`src/rtl/gpio_pkg.sv`:
```
// Shared constants for the board-side GPIO block: word widths, digit count
// and the active-low seven-segment glyph table {g,f,e,d,c,b,a}.
package gpio_pkg;

    localparam int NUM_DIGITS = 8;
    localparam int GPIO_W     = 32;

    // Entry n is the glyph for hex digit n (index 15 is listed first).
    localparam logic [15:0][6:0] SEG_TABLE = {
        7'h0E, 7'h06, 7'h21, 7'h46, 7'h03, 7'h08, 7'h10, 7'h00,
        7'h78, 7'h02, 7'h12, 7'h19, 7'h30, 7'h24, 7'h79, 7'h40
    };

endpackage

```
`src/rtl/gpio_board_io_hex7seg.sv`:
```
// Combinational hex nibble to active-low seven-segment decoder.
import gpio_pkg::*;

module hex7seg (
    input  logic [3:0] nibble,
    output logic [6:0] seg
);

    assign seg = SEG_TABLE[nibble];

endmodule

```
`src/rtl/gpio_board_io.sv`:
```
// Board-side GPIO: switch synchronizer/debouncer into gpio_in, and gpio_out
// shown on a multiplexed 8-digit display. Define GPIO_DEBOUNCE_EN to debounce.
import gpio_pkg::*;

module gpio_board_io #(
    parameter int SW_WIDTH        = 18,
    parameter int DEBOUNCE_CYCLES = 50000,
    parameter int SCAN_DIV        = 1000
) (
    input  logic                  clk,
    input  logic                  rst,
    input  logic [SW_WIDTH-1:0]   sw,
    input  logic [GPIO_W-1:0]     gpio_out,
    output logic [GPIO_W-1:0]     gpio_in,
    output logic                  out_upd,
    output logic [NUM_DIGITS-1:0] hex_an,
    output logic [6:0]            hex_seg
);

    localparam int IDX_W = $clog2(NUM_DIGITS);
    localparam int PS_W  = (SCAN_DIV > 1) ? $clog2(SCAN_DIV) : 1;
    localparam logic [PS_W-1:0] PS_MAX = PS_W'(SCAN_DIV - 1);

    logic [SW_WIDTH-1:0] sync1, sync2, stable;
    logic [GPIO_W-1:0]   disp_reg;
    logic [PS_W-1:0]     prescaler;
    logic [IDX_W-1:0]    idx;
    logic [3:0]          nib;
    logic [6:0]          seg;

`ifdef GPIO_DEBOUNCE_EN
    localparam int CNT_W = $clog2(DEBOUNCE_CYCLES);
    localparam logic [CNT_W-1:0] CNT_MAX = CNT_W'(DEBOUNCE_CYCLES - 1);

    logic [SW_WIDTH-1:0] cand;
    logic [CNT_W-1:0]    cnt;

    // Any change anywhere in the vector restarts the count for all bits.
    always_ff @(posedge clk) begin
        if (!rst) begin
            sync1  <= '0;
            sync2  <= '0;
            cand   <= '0;
            cnt    <= '0;
            stable <= '0;
        end else begin
            sync1 <= sw;
            sync2 <= sync1;
            if (sync2 != cand) begin
                cand <= sync2;
                cnt  <= '0;
            end else if (cnt == CNT_MAX) begin
                stable <= cand;
            end else begin
                cnt <= cnt + CNT_W'(1);
            end
        end
    end
`else
    always_ff @(posedge clk) begin
        if (!rst) begin
            sync1  <= '0;
            sync2  <= '0;
            stable <= '0;
        end else begin
            sync1  <= sw;
            sync2  <= sync1;
            stable <= sync2;
        end
    end
`endif

    assign gpio_in = GPIO_W'(stable);

    always_ff @(posedge clk) begin
        if (!rst) begin
            disp_reg <= '0;
            out_upd  <= 1'b0;
        end else begin
            disp_reg <= gpio_out;
            out_upd  <= (gpio_out != disp_reg);
        end
    end

    assign nib = disp_reg[4*idx +: 4];

    hex7seg u_hex7seg (
        .nibble (nib),
        .seg    (seg)
    );

    // Outputs are registered from the current idx, so a digit change shows
    // one edge after the prescaler wraps.
    always_ff @(posedge clk) begin
        if (!rst) begin
            prescaler <= '0;
            idx       <= '0;
            hex_an    <= '1;
            hex_seg   <= '1;
        end else begin
            if (prescaler == PS_MAX) begin
                prescaler <= '0;
                idx       <= idx + IDX_W'(1);
            end else begin
                prescaler <= prescaler + PS_W'(1);
            end
            hex_an  <= ~(NUM_DIGITS'(1) << idx);
            hex_seg <= seg;
        end
    end

endmodule

```
`config.mk`:
```
export PLATFORM = sky130hd
export DESIGN_NAME = gpio_board_io
export DESIGN_NICKNAME = d
export VERILOG_FILES = /design/src/rtl/gpio_pkg.sv /design/src/rtl/gpio_board_io_hex7seg.sv /design/src/rtl/gpio_board_io.sv
export SDC_FILE = /design/constraint.sdc
export NUM_CORES = 1
export LEC_CHECK = 0
export ABC_CLOCK_PERIOD_IN_PS = 3990
export CAP_MARGIN = 20
export CORE_ASPECT_RATIO = 0.75
export CORE_MARGIN = 1.5
export CORE_UTILIZATION = 53
export CTS_CLUSTER_SIZE = 25
export DETAILED_ROUTE_END_ITERATION = 6
export GPL_ROUTABILITY_DRIVEN = 0
export PLACE_DENSITY = 0.87
export SLEW_MARGIN = 10
export SYNTH_ARGS = -nofsm -noshare
export SYNTH_HDL_FRONTEND = slang
export SYNTH_SLANG_ARGS = --single-unit
```
`constraint.sdc`:
```
create_clock -name clk -period 3.99 [get_ports clk]
set_clock_uncertainty 0.2 [all_clocks]
set_input_delay 0.9975 -clock clk [delete_from_list [all_inputs] [get_ports clk]]
set_output_delay 0.9975 -clock clk [all_outputs]
set_load 0.01 [all_outputs]
```
; ---- After elaboration in Yosys (flattened, before gate mapping)
; Memory sizes are Yosys's and may differ from the RTL's. A register that Yosys moved wholly into a read port is not among the register bits.
; Index checks and enable logic that the tools add are counted.
[op_classes]
reduce_logical = 2
n_addsub = 2
bitwise_logic = 2
shift = 2
eq_ne = 2
[op_table]
columns = operator, n
row1 = 32-bit inequality test, 1
row2 = 32-bit by 6-bit variable part select with 4-bit output, 1
row3 = "10-bit by 1-bit adder with 10-bit output, second input constant", 1
row4 = "10-bit == test, second input constant", 1
row5 = 8-bit NOT, 1
row6 = "1-bit by 3-bit << shifter with 8-bit output, first input constant", 1
row7 = "3-bit by 1-bit adder with 3-bit output, second input constant", 1
row8 = 2-bit OR reduction, 1
row9 = 1-bit zero test, 1
row10 = 1-bit NOT, 1
[totals]
memories = 1
inputBits = 52
output_inout_bits = 48
regBits = 108
word_cells = 19
mem_bits_ro = 112
[memory_table]
columns = name, depth, width, read_ports, rd_ports_with_merged_regs, wr, line
row1 = (name not given), 16, 7, 1, 1, 0, gpio_board_io_hex7seg.sv:9  ; assign seg = SEG_TABLE[nibble];

; ---- Longest topological paths before layout
[depth]
depth_word = 2
mapped_depth = 8

; ---- Hierarchy
; A second synthesis with hierarchy kept.
[hier_totals]
cells_unflattened = 392
hier_area_um2 = 4285.4
[modules_own_cells]
columns = module, seq_area_each_um2, cells_each, area_each_um2, n_inst
row1 = gpio_board_io, 2302.2, 360, 4010.1, 1
row2 = hex7seg, 0.0, 32, 275.3, 1

; ---- Worst setup path before layout
; No wires, ideal clock.
[synth_timing]
path_type = reg-to-reg
startpoint = reg idx[0]
endpoint = reg hex_seg[6]
n_path_buf = 1
slack_ns = 1.478
arrival_ns = 2.189
path_stages_with_launch = 9
period_less_slack_ns = 2.512
path_cell_list = dfxtp_1 -> buf_6 -> mux4_2 -> mux2i_2 -> inv_1 -> ha_1 -> mux2i_1 -> nor2_1 -> a311o_1
[synth_between]
elab_chain_len = 1
[synth_lines]
columns = item, line
row1 = start: declaration, gpio_board_io.sv:27  ; logic [IDX_W-1:0] idx;
row2 = start signal: assignment, gpio_board_io.sv:103  ; idx <= idx + IDX_W'(1);
row3 = 32-bit by 6-bit variable part select with 4-bit output, gpio_board_io.sv:85  ; assign nib = disp_reg[4*idx +: 4];
row4 = end: declaration, gpio_board_io.sv:17  ; output logic [6:0] hex_seg
; No other way between the ends.
; A chain may end at the register's enable or synchronous reset.

; ---- Final worst setup path
; Same ends and word-level chain as after synthesis.

==> impl_metrics.ini <==
[synth]
yosys.area.top_type = dfxtp_1
synth_edf_count = 0
ys.flop_type = dfxtp_1
ys_seq_area_share_pct = 53.5
netlist_instances = 391
synth_warnings = 0
synthMostInstantiatedCell = dfxtp_1
synth.area.top_cells = dfxtp_1 53%, and2_1 12%, xnor2_1 6.9%, ha_1 3.8%, buf_4 2.4%
async_flop_share_pct = 0
yosysTopAreaCellShare_pct = 53.5
synth_common_cells = 115 x dfxtp_1, 86 x and2_1, 34 x xnor2_1
synth.distinct_cells = 45
avgSynthCellArea_um2 = 11.0
syn_area_um2 = 4310
ys_ff_latch = 115

[sta]
rsz0062_at_grt = false
min_period_ns = 3.10
tightest_slew_ns = 0.711
hold_violations = 0
fin_ws_ns = 0.894
fmax_mhz = 323
finalCritPeriodShare_pct = 77.6
fin_setup_tns_ns = 0
fin_hold_ws_ns = 0.227
setup_violations = 0
slew_viol_final = 0
slew_headroom_pct = 52.5

[setup_path]
arrival_ns = 3.28
worst_setup_path_start_kind = register
critPathMaxStageDelay_ns = 0.78
cp-end-kind = register
cp_cell_sequence = mux4_2 -> mux2i_2 -> inv_1 -> ha_1 -> mux2i_1 -> nor2_1 -> a311o_1
cpMaxStageDelayCell = dfxtp_1
path_buf_inv = 1
reg2reg_slack_ns = 0.89
path_max_fanout = 14
required_ns = 4.17
critical_path.top_delay_family = multiplexers
worst-setup-path-type = register to register

[power_and_ir_drop]
power.share.sequential_pct = 41.4
net-switching-power_mw = 0.608
p_leak_nw = 2.27
peakVddDrop_uv = 293
switching_share_pct = 20.6
power.total_mw = 2.95
p_per_area_nw_per_um2 = 511
p_comb_share_pct = 7.3
clockPowerShare_pct = 51.2
p_int_mw = 2.34

[global_routing]
grt_overflow = 0
grt_usage_pct = 21.8
gr-usage-met2_pct = 37.6
first_global_vias = 2960
grt_max_degree = 38
grt_most_used_layer = met2
grt_pass1_wl_um = 14000
gr-usage-met3_pct = 5.86
grt_use_met1_pct = 25.4
grt_antenna_before_repair = 0

[final_layout]
utilization_pct = 73.2
area_delta_synth_final_pct = 33.9
fin_nets = 545
num_antenna_cells = 0
stdcell_area_um2 = 5770
largest_reg_flops = 32
fin_cells = 598
drive_gt1_share_pct = 9.53

[clock_network]
cts_tree = yes
clock_latency_ns = 0.51
cts_sinks = 115
post-cts-setup-buffers = 0
cts.reportedPaths.clkPinSlew_ns = 0.05
root_buffer = clkbuf_8
cts_max_path_buffers = 2
cts_resized = 0
holdBufCountCts = 0
cts_htree_levels = 4
cts_buffers = 17

[die]
core_um2 = 7880
die_y_um = 81.1
die_x_um = 107
rows = 28
initial_core_util_pct = 54.6
dieArea_um2 = 8680
io_pins = 100

[route]
viasPerCell = 4.91
first_pass_iters = 4
wl_per_cell_um = 14.7
drc = 0
postRouteAntennaNets = 0
drt-total-wl_um = 8780
vias = 2939
drt_iter0_drc = 106

[flow_run]
maxCapViolations = 0

[hold_path]
hold_path_class = register to register

[outcome]
status = completed

[placement]
dp_hpwl_um = 5970
placedCellCount = 566
detailedPlace.worstSlack_ns = 1.01
port_buffers = 85
placed_area_um2 = 5160
[worst register-to-register path, delay by kind of cell (launching register included)]
kind                       cells  cell delay (ns)
adders and majority gates      1             0.26
buffers and inverters          1             0.15
DFF                            1             0.78
muxes                          3             1.17
AOI/OAI and AO/OA              1             0.34
and+or+nand+nor                1             0.07
[power groups by stage]
stage               combinational, mW  clock (mW)  sequential [mW]
global route                    0.234        1.59             1.23
detailed placement              0.211           0             1.25
CTS                             0.217        1.53             1.22
floorplan                       0.118           0             1.24
finish                          0.216        1.51             1.22
global placement                0.204           0             1.24
[per-layer routing]
metal	routed length (um)	vias up
li1	-	1441
met1	3780	1380
met2	4400	98
met3	441	20
met4	157	0
met5	0	-
[final timing paths]
kind                   startpoint               endpoint  depth (start not counted)
max           idx[0]$_SDFFE_PN0N_  hex_seg[6]$_SDFF_PN1_                          7
min          sync1[17]$_SDFF_PN0_   sync2[17]$_SDFF_PN0_                          1
max reg2reg   idx[0]$_SDFFE_PN0N_  hex_seg[6]$_SDFF_PN1_                          7
min reg2reg  sync1[17]$_SDFF_PN0_   sync2[17]$_SDFF_PN0_                          1
[logic make-up (layout without fill, tap and decap cells)]
kind of cell    after synthesis  count (layout)  share of synthesized area, %
xor+xnor                     39              39                          7.93
buf+inv                      38             127                          4.97
other cells                   1              14                        0.0871
flops                       115             115                          53.5
fa+ha+maj                    13              13                          3.78
simple gates                143             143                          19.1
compound gates               25              25                          4.33
mux                          17              17                          6.33
[cell type report]
cell class | count | area, um^2
Sequential cell | 115 | 2300
Tap cell | 105 | 131
Clock inverter | 8 | 124
Timing Repair Buffer | 87 | 861
Fill cell | 534 | 2110
Multi-Input combinational cell | 251 | 1840
Inverter | 8 | 30.0
Clock buffer | 24 | 480
[cells in the final DEF, fill, tap and decap left out, types with 6 or more instances in the layout]
cell type	count
inv_1	6
nor2_1	16
clkdlybuf4s50_1	84
mux2i_1	6
and2_1	86
clkbuf_16	16
dfxtp_1	115
xnor2_1	34
nand4_1	10
conb_1	14
nand3_1	8
ha_1	13
nand2_1	11
Power figures use the tool's default switching activity.
